<file path="config.mk">
export PLATFORM = sky130hd
export DESIGN_NAME = spi_flash_responder_flat
export DESIGN_NICKNAME = d
export VERILOG_FILES = /design/src/rtl/spi_flash_responder_if.sv /design/src/rtl/spi_flash_responder.sv /design/src/flat_wrapper.sv
export SDC_FILE = /design/constraint.sdc
export NUM_CORES = 2
export LEC_CHECK = 0
export ABC_CLOCK_PERIOD_IN_PS = 27400
export CORE_MARGIN = 2
export CORE_UTILIZATION = 40
export CTS_BUF_LIST = sky130_fd_sc_hd__clkbuf_8
export DETAILED_ROUTE_END_ITERATION = 8
export PLACE_DENSITY = 0.56
export SYNTH_ARGS = -nofsm -noshare
export SYNTH_HDL_FRONTEND = slang
export SYNTH_SLANG_ARGS = --single-unit
</file>
<file path="constraint.sdc">
create_clock -name i_main_clock -period 27.4 [get_ports i_main_clock]
set_input_delay 4.11 -clock i_main_clock [delete_from_list [all_inputs] [get_ports i_main_clock]]
set_output_delay 4.11 -clock i_main_clock [all_outputs]
set_load 0.1 [all_outputs]
</file>
<file path="src/rtl/spi_flash_responder_if.sv">
// SPI flash link bundle: master drives sck/cs/mosi, the responder drives
// miso plus its status and debug outputs.
interface spi_flash_responder_if;
    logic       sck;
    logic       cs;
    logic       mosi;
    logic       miso;
    logic       wel;
    logic       wip;
    logic [3:0] state_out;

    modport master (
        output sck, cs, mosi,
        input  miso, wel, wip, state_out
    );

    modport slave (
        input  sck, cs, mosi,
        output miso, wel, wip, state_out
    );
endinterface

</file>
<file path="src/rtl/spi_flash_responder.sv">
// Oversampled SPI NOR-flash responder (mode 0, MSB first) backed by a byte array.
//   state  | meaning
//   IDLE   | cs high, link idle
//   OPCODE | shifting in the 8 opcode bits
//   ADDR   | shifting in 24 address bits for READ or PP
//   READ   | streaming array bytes out on miso
//   PROG   | AND-programming received bytes into the current page
//   RDSR   | streaming the status byte
//   IGNORE | command rejected or complete; waiting for cs to rise
module spi_flash_responder #(
    parameter int MEM_ADDR_BITS = 8,
    parameter int PROG_CYCLES   = 64,
    parameter int ERASE_CYCLES  = 1024
) (
    input  logic                  i_main_clock,
    input  logic                  i_rst_n,
    spi_flash_responder_if.slave  spi
);
    localparam int DEPTH     = 1 << MEM_ADDR_BITS;
    localparam int MAX_CYC   = (ERASE_CYCLES > PROG_CYCLES) ? ERASE_CYCLES : PROG_CYCLES;
    localparam int CNT_W     = $clog2(MAX_CYC + 1);
    localparam int PAGE_BITS = (MEM_ADDR_BITS < 8) ? MEM_ADDR_BITS : 8;
    localparam logic [MEM_ADDR_BITS-1:0] PAGE_MASK =
        MEM_ADDR_BITS'((64'd1 << PAGE_BITS) - 64'd1);

    localparam logic [3:0] ST_IDLE   = 4'd0;
    localparam logic [3:0] ST_OPCODE = 4'd1;
    localparam logic [3:0] ST_ADDR   = 4'd2;
    localparam logic [3:0] ST_READ   = 4'd3;
    localparam logic [3:0] ST_PROG   = 4'd4;
    localparam logic [3:0] ST_RDSR   = 4'd5;
    localparam logic [3:0] ST_IGNORE = 4'd6;

    localparam logic [7:0] OP_WREN = 8'h06;
    localparam logic [7:0] OP_WRDI = 8'h04;
    localparam logic [7:0] OP_RDSR = 8'h05;
    localparam logic [7:0] OP_READ = 8'h03;
    localparam logic [7:0] OP_PP   = 8'h02;
    localparam logic [7:0] OP_CE   = 8'hC7;

    localparam logic [1:0] PEND_NONE = 2'd0;
    localparam logic [1:0] PEND_WREN = 2'd1;
    localparam logic [1:0] PEND_WRDI = 2'd2;
    localparam logic [1:0] PEND_CE   = 2'd3;

    logic [1:0]               r_sck_s;
    logic [1:0]               r_cs_s;
    logic [1:0]               r_mosi_s;
    logic                     r_sck_q;
    logic                     r_cs_q;
    logic [3:0]               r_state;
    logic [4:0]               r_bit_cnt;
    logic [6:0]               r_shift;
    logic [MEM_ADDR_BITS-1:0] r_addr;
    logic                     r_is_pp;
    logic                     r_pp_done;
    logic [1:0]               r_pend;
    logic [7:0]               r_tx;
    logic [2:0]               r_tx_cnt;
    logic                     r_miso;
    logic                     r_wel;
    logic                     r_wip;
    logic [CNT_W-1:0]         r_wip_cnt;
    logic                     r_sweep;
    logic [MEM_ADDR_BITS-1:0] r_sweep_addr;
    // Stored inverted so the all-zero power-up state of the flops reads as erased 8'hFF.
    logic [7:0]               r_mem_n [DEPTH];

    logic                     w_sck;
    logic                     w_cs;
    logic                     w_mosi;
    logic                     w_sck_rise;
    logic                     w_sck_fall;
    logic                     w_cs_rise;
    logic                     w_cs_fall;
    logic [7:0]               w_byte;
    logic [7:0]               w_status;
    logic [7:0]               w_tx_byte;
    logic [MEM_ADDR_BITS-1:0] w_addr_inc;
    logic [MEM_ADDR_BITS-1:0] w_pp_next;
    logic                     w_prog_we;

    assign w_sck      = r_sck_s[1];
    assign w_cs       = r_cs_s[1];
    assign w_mosi     = r_mosi_s[1];
    assign w_sck_rise = w_sck & ~r_sck_q;
    assign w_sck_fall = ~w_sck & r_sck_q;
    assign w_cs_rise  = w_cs & ~r_cs_q;
    assign w_cs_fall  = ~w_cs & r_cs_q;
    assign w_byte     = {r_shift, w_mosi};
    assign w_status   = {6'b0, r_wel, r_wip};
    assign w_tx_byte  = (r_state == ST_RDSR) ? w_status : ~r_mem_n[r_addr];
    assign w_addr_inc = r_addr + MEM_ADDR_BITS'(1);
    assign w_pp_next  = (r_addr & ~PAGE_MASK) | (w_addr_inc & PAGE_MASK);
    assign w_prog_we  = ~w_cs & ~r_cs_q & w_sck_rise & (r_state == ST_PROG)
                      & (r_bit_cnt[2:0] == 3'd7);

    assign spi.miso      = r_miso;
    assign spi.wel       = r_wel;
    assign spi.wip       = r_wip;
    assign spi.state_out = r_state;

    always_ff @(posedge i_main_clock) begin
        if (i_rst_n) begin
            if (r_sweep) begin
                r_mem_n[r_sweep_addr] <= 8'h00;
            end else if (w_prog_we) begin
                r_mem_n[r_addr] <= r_mem_n[r_addr] | ~w_byte;
            end
        end
    end

    always_ff @(posedge i_main_clock) begin
        if (!i_rst_n) begin
            r_sck_s      <= 2'b00;
            r_cs_s       <= 2'b11;
            r_mosi_s     <= 2'b00;
            r_sck_q      <= 1'b0;
            r_cs_q       <= 1'b1;
            r_state      <= ST_IDLE;
            r_bit_cnt    <= '0;
            r_shift      <= '0;
            r_addr       <= '0;
            r_is_pp      <= 1'b0;
            r_pp_done    <= 1'b0;
            r_pend       <= PEND_NONE;
            r_tx         <= '0;
            r_tx_cnt     <= '0;
            r_miso       <= 1'b0;
            r_wel        <= 1'b0;
            r_wip        <= 1'b0;
            r_wip_cnt    <= '0;
            r_sweep      <= 1'b0;
            r_sweep_addr <= '0;
        end else begin
            r_sck_s  <= {r_sck_s[0], spi.sck};
            r_cs_s   <= {r_cs_s[0], spi.cs};
            r_mosi_s <= {r_mosi_s[0], spi.mosi};
            r_sck_q  <= w_sck;
            r_cs_q   <= w_cs;

            if (r_wip) begin
                if (r_wip_cnt == '0) r_wip <= 1'b0;
                else                 r_wip_cnt <= r_wip_cnt - CNT_W'(1);
            end
            if (r_sweep) begin
                r_sweep_addr <= r_sweep_addr + MEM_ADDR_BITS'(1);
                if (&r_sweep_addr) r_sweep <= 1'b0;
            end

            // A cs rise outranks any sck edge seen in the same sample.
            if (w_cs) begin
                r_state   <= ST_IDLE;
                r_bit_cnt <= '0;
                r_tx_cnt  <= '0;
                r_miso    <= 1'b0;
                r_pend    <= PEND_NONE;
                r_pp_done <= 1'b0;
                if (w_cs_rise) begin
                    case (r_pend)
                        PEND_WREN: r_wel <= 1'b1;
                        PEND_WRDI: r_wel <= 1'b0;
                        PEND_CE: begin
                            r_wel        <= 1'b0;
                            r_wip        <= 1'b1;
                            r_wip_cnt    <= CNT_W'(ERASE_CYCLES - 1);
                            r_sweep      <= 1'b1;
                            r_sweep_addr <= '0;
                        end
                        default: ;
                    endcase
                    if (r_state == ST_PROG && r_pp_done) begin
                        r_wel     <= 1'b0;
                        r_wip     <= 1'b1;
                        r_wip_cnt <= CNT_W'(PROG_CYCLES - 1);
                    end
                end
            end else if (w_cs_fall) begin
                r_state   <= ST_OPCODE;
                r_bit_cnt <= '0;
                r_tx_cnt  <= '0;
                r_miso    <= 1'b0;
                r_pend    <= PEND_NONE;
                r_pp_done <= 1'b0;
            end else begin
                case (r_state)
                    ST_OPCODE: if (w_sck_rise) begin
                        r_shift <= w_byte[6:0];
                        if (r_bit_cnt == 5'd7) begin
                            r_bit_cnt <= '0;
                            r_state   <= ST_IGNORE;
                            case (w_byte)
                                OP_RDSR: r_state <= ST_RDSR;
                                OP_READ: if (!r_wip) begin
                                    r_state <= ST_ADDR;
                                    r_is_pp <= 1'b0;
                                end
                                OP_PP: if (!r_wip && r_wel) begin
                                    r_state <= ST_ADDR;
                                    r_is_pp <= 1'b1;
                                end
                                OP_WREN: if (!r_wip) r_pend <= PEND_WREN;
                                OP_WRDI: if (!r_wip) r_pend <= PEND_WRDI;
                                OP_CE:   if (!r_wip && r_wel) r_pend <= PEND_CE;
                                default: ;
                            endcase
                        end else begin
                            r_bit_cnt <= r_bit_cnt + 5'd1;
                        end
                    end
                    ST_ADDR: if (w_sck_rise) begin
                        r_addr <= {r_addr[MEM_ADDR_BITS-2:0], w_mosi};
                        if (r_bit_cnt == 5'd23) begin
                            r_bit_cnt <= '0;
                            r_state   <= r_is_pp ? ST_PROG : ST_READ;
                        end else begin
                            r_bit_cnt <= r_bit_cnt + 5'd1;
                        end
                    end
                    ST_PROG: if (w_sck_rise) begin
                        r_shift <= w_byte[6:0];
                        if (r_bit_cnt[2:0] == 3'd7) begin
                            r_bit_cnt <= '0;
                            r_addr    <= w_pp_next;
                            r_pp_done <= 1'b1;
                        end else begin
                            r_bit_cnt <= r_bit_cnt + 5'd1;
                        end
                    end
                    ST_READ, ST_RDSR: if (w_sck_fall) begin
                        r_tx_cnt <= r_tx_cnt + 3'd1;
                        if (r_tx_cnt == 3'd0) begin
                            r_miso <= w_tx_byte[7];
                            r_tx   <= {w_tx_byte[6:0], 1'b0};
                            if (r_state == ST_READ) r_addr <= w_addr_inc;
                        end else begin
                            r_miso <= r_tx[7];
                            r_tx   <= {r_tx[6:0], 1'b0};
                        end
                    end
                    ST_IGNORE: if (w_sck_rise) r_pend <= PEND_NONE;
                    default: r_state <= ST_IDLE;
                endcase
            end
        end
    end
endmodule

</file>
<file path="src/flat_wrapper.sv">
// flat-port wrapper written by rule: the top's interface ports become plain ports
module spi_flash_responder_flat 
#(
    parameter int MEM_ADDR_BITS = 8,
    parameter int PROG_CYCLES   = 64,
    parameter int ERASE_CYCLES  = 1024
)
  (i_main_clock, i_rst_n, spi_sck, spi_cs, spi_mosi, spi_miso, spi_wel, spi_wip, spi_state_out);
  spi_flash_responder_if spi_i ();
  input  logic i_main_clock;
  input  logic i_rst_n;
  input wire logic [$bits(spi_i.sck)-1:0] spi_sck;
  input wire logic [$bits(spi_i.cs)-1:0] spi_cs;
  input wire logic [$bits(spi_i.mosi)-1:0] spi_mosi;
  output wire logic [$bits(spi_i.miso)-1:0] spi_miso;
  output wire logic [$bits(spi_i.wel)-1:0] spi_wel;
  output wire logic [$bits(spi_i.wip)-1:0] spi_wip;
  output wire logic [$bits(spi_i.state_out)-1:0] spi_state_out;
  assign spi_i.sck = spi_sck;
  assign spi_i.cs = spi_cs;
  assign spi_i.mosi = spi_mosi;
  assign spi_miso = spi_i.miso;
  assign spi_wel = spi_i.wel;
  assign spi_wip = spi_i.wip;
  assign spi_state_out = spi_i.state_out;
  spi_flash_responder #(.MEM_ADDR_BITS(MEM_ADDR_BITS), .PROG_CYCLES(PROG_CYCLES), .ERASE_CYCLES(ERASE_CYCLES)) u_core (.i_main_clock(i_main_clock), .i_rst_n(i_rst_n), .spi(spi_i));
endmodule
</file>
# Word-level counts from Yosys, hierarchy flattened
# Memories as Yosys holds them, arrays and structs flattened. A register that Yosys moved wholly into a read port is not among the register bits.
# Index checks and enable logic that the tools add are counted.
# classes
muxes	73
n_eq_ne	39
addsub	5
reduce_logical	29
bitwise_logic	18
# op_table
op	n
8-bit 2-to-1 mux	16
11-bit 2-to-1 mux	6
5-bit 2-to-1 mux	6
8-bit by 3-bit equality test with 1-bit output, second input constant	3
1-bit 2-to-1 mux	24
4-bit one-hot mux with 3 select lines	2
8-bit one-hot mux with 3 select lines	1
8-bit AND reduction	3
2-bit by 1-bit != test with 1-bit output, second input constant	11
8-bit by 1-bit adder with 8-bit output, second input constant	2
8-bit by 2-bit equality test with 1-bit output, second input constant	2
4-bit 2-to-1 mux	4
8-bit NOT	2
5-bit one-hot mux with 3 select lines	1
4-bit by 3-bit equality test with 1-bit output, second input constant	3
2-bit 2-to-1 mux	6
3-bit by 1-bit != test with 1-bit output, second input constant	4
4-bit AND reduction	3
11-bit logical NOT	1
11-bit by 1-bit subtractor with 11-bit output, second input constant	1
5-bit AND reduction	2
3-bit 2-to-1 mux	3
9-bit AND reduction	1
3-bit nonzero test	3
30 further kinds	54
# word_totals
n_memories	1
ram_bits	2048
reg_bits	70
out_inout_bits	7
# mem_list
memory	words	word_bits	read_ports	rd_ports_with_merged_regs	wr	line	source
u_core.r_mem_n	256	8	1	1	1	spi_flash_responder.sv:67	logic [7:0] r_mem_n [DEPTH];

# Depth between registers and ports, before layout
# logic_depth
ltp_word	11
ltp_mapped	13
ltp_nobuf	9

# Worst setup path before layout
# OpenSTA, ideal clock, no wires.
# synth_timing
kind	in2reg
from	in i_rst_n
to	mem u_core.r_mem_n[0][5] (data pin)
t_arrival_ps	15196
cell_stages	5
setup_ps	2310
slack_ps	9894
t_required_ps	25090
cell_sequence	nand2_1 -> nor2_1 -> nand4_1 -> clkbuf_1 -> a221oi_1
# synth_via
elab_chain_len	4
# synth_rtl
item	line	source
from (decl)	flat_wrapper.sv:11	input logic i_rst_n;
1-bit 2-to-1 mux	spi_flash_responder.sv:104	if (i_rst_n) begin
1-bit 2-to-1 mux (implied by the code)	spi_flash_responder.sv:108	r_mem_n[r_addr] <= r_mem_n[r_addr] | ~w_byte;
8-bit OR reduction (no line)	n/a	
8-bit 2-to-1 mux (no line)	n/a	
to (decl)	spi_flash_responder.sv:67	
# No other way between the ends.

==> out/metrics.yaml <==
status: "complete, no violations"
port_buffers: 10
vias_per_cell: 5.88
fillers: 17800
ios: 12
postCtsHoldBufs: 0
drc: 0
grt_remaining_overflow: 0
rsz0062_at_grt: "no"
synthFlopType: "edfxtp_1"
fin_tns_setup_ps: 0
clkTransAtPathRegs_ps: 60
final_cell_mix: "2048 x edfxtp_1, 470 x mux4_2, 374 x clkbuf_8"
vdd_ir_drop_max_mv: 0.0541
ant_nets: 0
placed_cells: 6919
avgSynthCellArea_um2: 19.7
cp_max_fo: 162
worst_slew_pin_slew_ps: 1300
vias: 44400
clock_skew_ps: 98.3
coreArea_mm2: 0.209
maxCapViolations: 0
grt_max_degree: 169
cts_buffers: 364
slew_headroom: 0.125
clkSinkCount: 2124
async_flop_share: 0
cts-resized-gates: 0
dp_hpwl_um: 153000
slew_violations: 0
yosysWarnings: 0
fmax_mhz: 119
final_area_mm2: 0.0940
synth_edf_count: 2048
start_util: 0.402
crit_chain: "buf_4 > buf_12 > buf_4 > nand2_2 > o22ai_1 > nor3_1 > o32a_1 > o211ai_1 > o211ai_1 > a21oi_4 > buf_4 > buf_12"
gp_congestion: 0.887
dr.pass1.iters: 7
multi_input_area_mm2: 0.0198
critPathBufInv: 5
cp_common_cell: "buf_4"
postRouteWirelength_um: 250000
critical_path_class: "reg2reg"
min_period_ps: 8390
routedWlPerCell_um: 33.1
slowest_stage: "buf_4"
instances_no_fill: 7555
grtUsageTotal: 0.234
dieArea_mm2: 0.214
power_density_mw_per_mm2: 65.9
start_kind: "flop"
postLayoutCoreUtil: 0.449
clk_latency_ps: 1080
die_h_um: 462
synth_cells: 4257
end_kind: "flop"
area_delta_synth_final_pct: 11.9
fp.dieW_um: 462
seqCellArea_mm2: 0.0630
antenna_found_initial: 6
ys_ff_latch: 2124
setup_viol: 0
syn_area_mm2: 0.0840
clk_path_buf_depth: 4
cts_htree_levels: 5
p_leak_nw: 23.6
post_cts_buffers: 0
finalHoldViolCount: 0
first_iter_violations: 5348
dpl_cell_area_mm2: 0.0873
cts_root_buffer: "clkbuf_8"
num-nets-final: 4493
cp_slowest_stage_delay_ps: 860
hold_path_class: "reg2reg"
layout-drive-gt1-share: 0.238
final_common_cell: "edfxtp_1"
worstPathArrival_ps: 9050
synth.distinct_cells: 87
syn_nets: 4270
crit_required_ps: 28050
grt_pass1_vias: 44600
num_rows: 168
timing.final.crit_share: 0.306
grt_first_pass_wirelength_um: 349000
critPathTopFamily: "buffers and inverters"
ys_seq_area_frac: 0.750
cts_tree: "done"
-- registers in the layout, indices dropped and copies added (netlist names), 3 cells and up, named ones only --
name,count
u_core.r_bit_cnt,5
u_core.r_sweep_addr,8
u_core.spi.state_out,3
u_core.r_tx_cnt,3
u_core.r_addr,8
u_core.r_mem_n,2048
u_core.r_shift,7
u_core.r_tx,7
u_core.r_wip_cnt,11
-- per-layer routing --
| layer | up-vias | wire [um] | GRT usage |
|---|---|---|---|
| met4 | 4 | 9600 | 0.0917 |
| met2 | 2433 | 118000 | 0.364 |
| li1 | 18000 | - | - |
| met1 | 23500 | 100000 | 0.317 |
| met3 | 502 | 22800 | 0.0576 |
| met5 | - | 27 | 0 |
-- final cells by class --
cell class / count / share of cell area
Sequential cell: 2124 / 0.671
Inverter: 14 / 0.000573
Timing Repair Buffer: 104 / 0.0104
Tap cell: 2805 / 0.0373
Clock inverter: 256 / 0.0156
Clock buffer: 374 / 0.0548
Antenna cell: 6 / 0.000160
Multi-Input combinational cell: 1872 / 0.210
-- worst paths after layout --
check / from / depth (start not counted) / to / slack, ps
setup reg to reg: flop / 12 / u_core.r_mem_n[63][2] / 19010
hold / removal: u_core.r_cs_s[0] / 1 / u_core.r_cs_s[1] / 420
setup / recovery: flop / 12 / u_core.r_mem_n[63][2] / 19010
hold reg to reg: u_core.r_cs_s[0] / 1 / u_core.r_cs_s[1] / 420
-- cell families after synthesis --
logic type | count (synthesis) | synth area share
AND/OR/NAND/NOR | 748 | 0.0400
buffers and inverters | 261 | 0.0170
XOR/XNOR | 18 | 0.00188
multiplexers | 717 | 0.157
AO/OA/AOI/OAI | 380 | 0.0323
flip-flops | 2124 | 0.750
adder cells (fa/ha/maj) | 8 | 0.00119
other | 1 | 0.0000446
-- cell usage after synthesis (16+ instances only) --
master	n	share of area
nand3_1	61	0.0036
nor2_1	357	0.016
buf_4	56	0.0050
mux2i_1	195	0.023
a22oi_1	38	0.0034
nand2b_1	42	0.0031
o22ai_1	51	0.0038
a211oi_1	23	0.0021
dfxtp_1	76	0.018
and2_1	18	0.0013
edfxtp_1	2048	0.73
nand2_1	149	0.0067
o21ai_0	38	0.0023
o221ai_1	29	0.0030
clkbuf_1	108	0.0048
buf_6	20	0.0027
buf_2	47	0.0028
nand4_1	16	0.0012
a21oi_1	60	0.0036
mux4_2	470	0.13
nor2b_1	37	0.0028
mux2_2	46	0.0062
-- power by group --
part           switching, mW  internal [mW]  total [mW]
Clock                   1.28           1.40        2.69
Sequential          0.000699           3.50        3.50
Combinational        0.00315        0.00166     0.00482
-- through the flow --
step                      power (mW)  setup WS [ps]  hold WS (ps)
final                           6.19          19010           425
after global routing            6.38          18670           454
after CTS                       6.24          18900           425
after detailed placement        3.58          18160           395
after global placement          3.58          18240           397
after floorplan                 3.58           9890           386
Power figures use the tool's default switching activity.
